## src/rtl/seg_pkg.sv

```systemverilog
// Shared types and defaults for the serial segment-display driver.
package seg_pkg;

    localparam int SEG_BITS      = 64;
    localparam int CLK_DIV_DEF   = 4;
    localparam int FLASH_DIV_DEF = 25_000_000;
    localparam int REFRESH_DEF   = 1_000_000;

    typedef enum logic [2:0] {
        ST_IDLE,
        ST_SHIFT_LO,
        ST_SHIFT_HI,
        ST_LATCH,
        ST_DONE
    } seg_state_e;

endpackage

```

## src/rtl/seg_tick_gen.sv

```systemverilog
// Free-running blink-phase generator and periodic refresh-request tick.
module seg_tick_gen
    import seg_pkg::*;
#(
    parameter int FLASH_DIV = FLASH_DIV_DEF,
    parameter int REFRESH   = REFRESH_DEF
) (
    input  logic clk,
    input  logic rst_n,
    output logic o_flash,
    output logic o_refresh_tick
);

    localparam int FLASH_W = (FLASH_DIV > 1) ? $clog2(FLASH_DIV) : 1;

    logic [FLASH_W-1:0] r_flash_cnt;
    logic               r_flash;

    // NOTE: sequential state uses non-blocking assignments so every register samples pre-edge values.
    always_ff @(posedge clk or negedge rst_n) begin
        if (!rst_n) begin
            r_flash_cnt <= '0;
            r_flash     <= 1'b0;
        end else if (r_flash_cnt == FLASH_W'(FLASH_DIV - 1)) begin
            r_flash_cnt <= '0;
            r_flash     <= ~r_flash;
        end else begin
            r_flash_cnt <= r_flash_cnt + 1'b1;
        end
    end

    assign o_flash = r_flash;

    if (REFRESH > 0) begin : g_refresh
        localparam int REF_W = (REFRESH > 1) ? $clog2(REFRESH) : 1;

        logic [REF_W-1:0] r_ref_cnt;
        logic             w_ref_last;

        assign w_ref_last = (r_ref_cnt == REF_W'(REFRESH - 1));

        always_ff @(posedge clk or negedge rst_n) begin
            if (!rst_n) r_ref_cnt <= '0;
            else        r_ref_cnt <= w_ref_last ? '0 : r_ref_cnt + 1'b1;
        end

        assign o_refresh_tick = w_ref_last;
    end else begin : g_no_refresh
        assign o_refresh_tick = 1'b0;
    end

endmodule

```

## src/rtl/seg_shift_ctrl.sv

```systemverilog
// Shifts a 64-bit segment pattern MSB-first into a 74HC595-style chain, then latches it.
module seg_shift_ctrl
    import seg_pkg::*;
#(
    parameter int CLK_DIV   = CLK_DIV_DEF,
    parameter int FLASH_DIV = FLASH_DIV_DEF,
    parameter int REFRESH   = REFRESH_DEF
) (
    input  logic                clk,
    input  logic                rst_n,
    input  logic [SEG_BITS-1:0] seg_txt,
    input  logic                start,
    output logic                busy,
    output logic                done,
    output logic                flash,
    output logic                seg_clk,
    output logic                seg_dat,
    output logic                seg_lat,
    output logic                seg_clr_n
);

    localparam int         CNT_W    = $clog2(SEG_BITS);
    localparam logic [7:0] DIV_LAST = 8'(CLK_DIV - 1);

    seg_state_e          r_state, w_state_nxt;
    logic [SEG_BITS-1:0] r_shreg;
    logic [CNT_W-1:0]    r_bit_cnt;
    logic [7:0]          r_div;
    logic                r_pending;
    logic                r_clr_n;
    logic                w_tick, w_trigger, w_accept, w_div_last, w_timed;

    seg_tick_gen #(
        .FLASH_DIV (FLASH_DIV),
        .REFRESH   (REFRESH)
    ) u_tick_gen (
        .clk            (clk),
        .rst_n          (rst_n),
        .o_flash        (flash),
        .o_refresh_tick (w_tick)
    );

    assign w_trigger  = start | r_pending | w_tick;
    assign w_accept   = (r_state == ST_IDLE) && w_trigger;
    assign w_timed    = r_state inside {ST_SHIFT_LO, ST_SHIFT_HI, ST_LATCH};
    assign w_div_last = (r_div == DIV_LAST);

    always_ff @(posedge clk or negedge rst_n) begin
        if (!rst_n) r_state <= ST_IDLE;
        else        r_state <= w_state_nxt;
    end

    // NOTE: the default assignment first keeps this block free of inferred latches.
    always_comb begin
        w_state_nxt = r_state;
        unique case (r_state)
            ST_IDLE:     if (w_trigger)  w_state_nxt = ST_SHIFT_LO;
            ST_SHIFT_LO: if (w_div_last) w_state_nxt = ST_SHIFT_HI;
            ST_SHIFT_HI: if (w_div_last) w_state_nxt = (r_bit_cnt != '0) ? ST_SHIFT_LO : ST_LATCH;
            ST_LATCH:    if (w_div_last) w_state_nxt = ST_DONE;
            ST_DONE:                     w_state_nxt = ST_IDLE;
            default:                     w_state_nxt = ST_IDLE;
        endcase
    end

    always_comb begin
        busy      = (r_state != ST_IDLE);
        done      = (r_state == ST_DONE);
        seg_clk   = (r_state == ST_SHIFT_HI);
        seg_lat   = (r_state == ST_LATCH);
        seg_dat   = (r_state inside {ST_SHIFT_LO, ST_SHIFT_HI}) && r_shreg[SEG_BITS-1];
        seg_clr_n = r_clr_n;
    end

    // Every timed state exits on w_div_last, so the divider is always zero on entry.
    always_ff @(posedge clk or negedge rst_n) begin
        if (!rst_n)                      r_div <= '0;
        else if (w_timed && !w_div_last) r_div <= r_div + 1'b1;
        else                             r_div <= '0;
    end

    always_ff @(posedge clk or negedge rst_n) begin
        if (!rst_n) begin
            r_shreg   <= '0;
            r_bit_cnt <= '0;
        end else if (w_accept) begin
            r_shreg   <= seg_txt;
            r_bit_cnt <= CNT_W'(SEG_BITS - 1);
        end else if (r_state == ST_SHIFT_HI && w_div_last) begin
            r_shreg <= {r_shreg[SEG_BITS-2:0], 1'b0};
            if (r_bit_cnt != '0) r_bit_cnt <= r_bit_cnt - 1'b1;
        end
    end

    // Requests arriving mid-transfer are remembered once and replayed from IDLE.
    always_ff @(posedge clk or negedge rst_n) begin
        if (!rst_n)                  r_pending <= 1'b0;
        else if (r_state == ST_IDLE) r_pending <= 1'b0;
        else if (start || w_tick)    r_pending <= 1'b1;
    end

    always_ff @(posedge clk or negedge rst_n) begin
        if (!rst_n) r_clr_n <= 1'b0;
        else        r_clr_n <= 1'b1;
    end

endmodule

```

## config.mk

```make
export PLATFORM = sky130hd
export DESIGN_NAME = seg_shift_ctrl
export DESIGN_NICKNAME = d
export VERILOG_FILES = /design/src/rtl/seg_pkg.sv /design/src/rtl/seg_tick_gen.sv /design/src/rtl/seg_shift_ctrl.sv
export SDC_FILE = /design/constraint.sdc
export NUM_CORES = 1
export LEC_CHECK = 0
export ABC_AREA = 0
export CAP_MARGIN = 5
export CORE_MARGIN = 2
export CORE_UTILIZATION = 50
export DETAILED_ROUTE_END_ITERATION = 6
export PLACE_DENSITY = 0.8
export SYNTH_ARGS = -nofsm -noshare
export SYNTH_HDL_FRONTEND = slang
export SYNTH_HIERARCHICAL = 1
export SYNTH_SLANG_ARGS = --single-unit
```

## constraint.sdc

```tcl
create_clock -name clk -period 2 [get_ports clk]
set_input_delay 0.4 -clock clk [delete_from_list [all_inputs] [get_ports clk]]
set_output_delay 0.4 -clock clk [all_outputs]
set_load 0.02 [all_outputs]
```

# Yosys cells after proc, flatten, opt, wreduce, memory -nomap -nowiden
# Index checks and enable logic that the tools add are counted.
# totals
ff_bits	129
latchBits	0
ram_bits	0
mem_bits_ro	0
input_bits	67
output_inout_bits	7
wordCells	59
n_memories	0
# classes
add_sub_neg	4
multipliers	0
div_mod_pow	0
order_cmp	0
n_eq_ne	11
n_shift	0
muxes	16
bitwise_logic	3
n_reduce_logical	16
# ops
op	count
$mux W64	2
$add A25 B1 Y25 const B	1
$eq A25 B25 Y1 const B	1
$mux W25	1
$add A20 B1 Y20 const B	1
$eq A20 B20 Y1 const B	1
$mux W20	1
$mux W6	3
$mux W3	4
$pmux W3 S4	1
$add A8 B1 Y8 const B	1
$eq A8 B2 Y1 const B	1
$mux W8	1
$reduce_bool A2 Y1	4
$eq A3 B2 Y1 const B	2
$reduce_bool A3 Y1	2
$reduce_bool A6 Y1	1
$sub A6 B1 Y6 const B	1
$logic_and A1 B1 Y1	4
$ne A2 B1 Y1 const B	2
$ne A2 B2 Y1 const B	2
$reduce_and A4 Y1	1
$eq A3 B1 Y1 const B	1
$eq A3 B3 Y1 const B	1
8 further kinds	10

# Logic depth before layout (Yosys ltp)
# logic_depth
ltp_word	5
mapped_depth	10
depth_no_buf	8

# By module
# The synthesis kept the hierarchy.
# by_module_without_submodules
mod	instances	cells_each	area_each_um2	seq_area_each_um2
seg_shift_ctrl	1	316	3739.8	2077.0
seg_tick_gen	1	218	2289.7	1151.1

# Least setup slack after synthesis
# No wires, ideal clock.
# synth_timing
kind	register to register
startpoint	register u_tick_gen.g_refresh.r_ref_cnt[0]
endpoint	register r_shreg[16]
setup_time_ns	0.118
arrival_ns	2.054
required_time_ns	1.882
slack_ns	-0.172
path_stages_with_launch	11
n_path_buf	2
period_less_slack_ns	2.172
cell_sequence	dfrtp_1 -> ha_1 -> and2_1 -> nand4_1 -> nor2_1 -> nor3_1 -> nor2_2 -> nor2_2 -> buf_2 -> buf_6 -> a21o_1
# synth_between
elab_chain_len	4
elab_cells_between_ends	5
classes_between	1 x eq/ne; 1 x mux; 1 x bitwise; 2 x reduce/logical
# synth_rtl
element	line_no	rtl
start: declaration	seg_tick_gen.sv:37	logic [REF_W-1:0] r_ref_cnt;
start signal: assignment	seg_tick_gen.sv:44	else r_ref_cnt <= w_ref_last ? '0 : r_ref_cnt + 1'b1;
$eq A20 B20 Y1 *	seg_tick_gen.sv:40	assign w_ref_last = (r_ref_cnt == REF_W'(REFRESH - 1));
net w_tick	seg_shift_ctrl.sv:31	logic w_tick, w_trigger, w_accept, w_div_last, w_timed;
$or A1 B1 Y1 *	seg_shift_ctrl.sv:43	assign w_trigger = start | r_pending | w_tick;
$logic_and A1 B1 Y1 *	seg_shift_ctrl.sv:44	assign w_accept = (r_state == ST_IDLE) && w_trigger;
$mux W64 or $reduce_bool A2 Y1 (tied branches)	n/a	
end signal: assignment	seg_shift_ctrl.sv:87	r_shreg <= seg_txt;
end signal: assignment	seg_shift_ctrl.sv:90	r_shreg <= {r_shreg[SEG_BITS-2:0], 1'b0};
end: declaration	seg_shift_ctrl.sv:26	logic [SEG_BITS-1:0] r_shreg;
# Mark *: on every way through the listed nets, which the timed path passes. The rest lies on a longest branch.
# A chain may end at the register's enable or synchronous reset.

# Final worst setup path
# layout_timing
startpoint	register u_tick_gen.g_refresh.r_ref_cnt[15]
endpoint	register r_shreg[18]
# The elaborated chain is that of the path after synthesis.

==> run metrics <==
vias in the first global route 4688; Synth Cell Area 6030 um^2; status finished, violations left; Synth area leaders dfrtp_1, a22o_1, a21o_1; first-pass GRT wire length 21900 um; clock sink count 129; #FFs+latches synth 129; clock share of power 53.0%; maximum clock frequency 0.472 GHz; DR vias 4788; DRC viols 0; # diodes 0; Comb pwr share 4.1%; core area 11900 um^2; DP Worst Slack 17.6 ps; Avg Inst Size Synth 11.3 um^2; initial antenna violation count 0; internal power 5.02 mW; RSZ-0062 raised after global routing yes; critical path's largest stage delay 430 ps; drt first-iter violations 406; Setup crit end kind flop; share of the synthesized area in the top cell type 53.5%; most used cell, CP nor2_4; Ys Warns 6; Final WS setup -120 ps; failing checks negative setup slack; Post-Syn Instances 534; maximum fanout along the worst path 29; Async SR Flop Fraction 100%; Hold Vio Cnt, Final 0; Final setup violation count 58; antenna-violating nets left 0; PwrDens 798 nW/um^2; Post-synth EDFFs 0; CTS tree done; number of buffers created by CTS 17; count of cell types in the netlist 59; CTS max path bufs 2; met3 wire length 674 um; top routing layer in use met4; sequential share of power 42.9%; Peak VDD IR 0.560 mV; Root Buffer clkbuf_16; Die Y 114 um; total wire length 14500 um; # rows 40; Area Growth Syn to Fin 31.3%; Avg Vias per Cell 6.05; wl on met1 5920 um; cell chain of the critical path nor4b_2, nand4_1, nor2_4, nor3_4, nor2_4, buf_12, nor2_4, clkbuf_16, a21o_1; CP required 2300 ps; Die Wd 114 um; gr usage total 21.5%; clk_lat worst skew 420 ps; grt total ovfl 0; crit path kind reg -> reg; placed cell area 7030 um^2; Slew Viols, Final 0; setup_tns -5280 ps; Most used DFF post-synth dfrtp_1; Final HPWL DP 8530 um; data arrival time of the worst path 2420 ps; Starting Density 50.6%; Final Wtd Congestion 0.806; Reg clk slew, reported paths 60 ps; Slew @ Worst Pin 634 ps; switch share 20.5%; post-layout net count 703; worst hold path class in -> async; period utilisation layout 106%; worst hold slack 374 ps; final setup skew 6.50 ps; CP max-delay cell dfrtp_1; drt first pass iters 5; I/O pins 74; Final Cell Area 7920 um^2; clock period minus worst slack 2120 ps; Max-slew headroom 57.4%; kind of start point of the critical path flop; leading area contributor after synthesis dfrtp_1; Pleak 3.83 nW; ratio of cells with drive above 1 in the final layout 15.7%; Max Cap Viol 0; wire per inst 18.3 um; post-synthesis sequential area ratio 53.5%; Die ar. 13000 um^2; sw power 1.29 mW; metal2 WL 7640 um; syn_nets 606; Port Buffers 73; largest net degree at the start of global routing 65; H-tree lvl count 4
==> power groups by stage <==
stage	sequential, mW	clock (mW)	combinational [mW]
after floorplan	2.74	0	0.0488
final	2.71	3.35	0.257
after global placement	2.75	0	0.250
after detailed placement	2.75	0	0.258
after CTS	2.71	3.38	0.261
after global routing	2.71	3.52	0.280
==> synth_stat cells (all sizes together) (4+ instances only) <==
master  number
dfrtp      129
a22o        59
a21o        58
nand2       30
nor2        30
nand3       28
xnor2       21
buf         20
xor2        15
nand4       14
and3        12
inv         10
nor3        10
o21ai       10
a21oi        8
and4         8
o31ai        7
and2         6
clkbuf       6
nor3b        6
ha           5
nor4         5
a31oi        4
or3          4
or4          4
==> cells by family (layout without fill, tap and decap cells) <==
group                    Yosys count  after routing  share of synthesized area (%)
other                              1              1                         0.0622
AO/OA/AOI/OAI                    156            156                           20.0
XOR/XNOR                          36             36                           5.23
flip-flops                       129            129                           53.5
buffers and inverters             36            146                           3.13
multiplexers                       2              2                          0.332
AND/OR/NAND/NOR                  169            169                           16.6
adder cells (fa/ha/maj)            5              5                           1.04
==> final timing paths <==
kind | startpoint | end | slack, ps | depth (start not counted)
setup / recovery | u_tick_gen/g_refresh.r_ref_cnt[15] | r_shreg[18] | -120 | 9
hold / removal | rst_n | u_tick_gen/g_refresh.r_ref_cnt[9] | 370 | 2
hold reg to reg | u_tick_gen/g_refresh.r_ref_cnt[18] | u_tick_gen/g_refresh.r_ref_cnt[18] | 470 | 1
setup reg to reg | u_tick_gen/g_refresh.r_ref_cnt[15] | r_shreg[18] | -120 | 9
min in group clk | u_tick_gen/g_refresh.r_ref_cnt[18] | u_tick_gen/g_refresh.r_ref_cnt[18] | 470 | 1
max in group asynchronous | rst_n | r_state[0] | 1050 | 3
==> state kept, by name, indices dropped and copies added, names as in the netlist <==
signal,cells
r_pending,1
r_shreg,64
seg_clr_n,1
u_tick_gen/o_flash,1
r_bit_cnt,6
r_state,3
r_div,8
u_tick_gen/r_flash_cnt,25
u_tick_gen/g_refresh.r_ref_cnt,20
==> cell type report <==
cell class	instances	area, um^2
Tap cell	147	184
Inverter	10	37.5
Clock buffer	20	467
Timing Repair Buffer	104	1140
Multi-Input combinational cell	369	2680
Sequential cell	129	3230
Fill cell	886	4000
Clock inverter	12	180
==> metal layers <==
layer	vias up	global-route usage (%)
met5	-	0
met2	156	36.9
li1	2176	-
met4	0	9.19
met1	2429	26.0
met3	27	5.10
==> through the flow <==
stage | cells | util (%) | power [mW]
after floorplan | 534 | - | 2.79
after global placement | 747 | 59.0 | 3.00
after detailed placement | 747 | 59.0 | 3.01
after CTS | 780 | 64.5 | 6.35
after global routing | 791 | 66.4 | 6.51
final | 791 | 66.4 | 6.31
==> cell usage in the layout (no fill, tap or decap), types with 12 or more instances in the layout <==
master	n
dfrtp_1	124
clkdlybuf4s50_1	67
a22o_1	59
a21o_1	58
nand2_1	30
nor2_1	27
nand3_1	26
xnor2_1	21
clkbuf_16	21
buf_4	18
xor2_1	15
nand4_1	12
==> worst max-delay path, delay by kind of cell (launching register included) <==
family / cells / cell delay (ps)
compound gates: 1 / 200
buf+inv: 2 / 380
flops: 1 / 430
simple gates: 6 / 1000
==> timing repair <==
item	4_1_cts	5_1_grt
cloned	0	5
hold buffers	1	0
endpoints found under the setup margin	5	67
pin swaps	0	8
setup buffers	0	6
hold endpoints to repair	9	0
resized for setup	14	15
(Power assumes the default switching activity.)
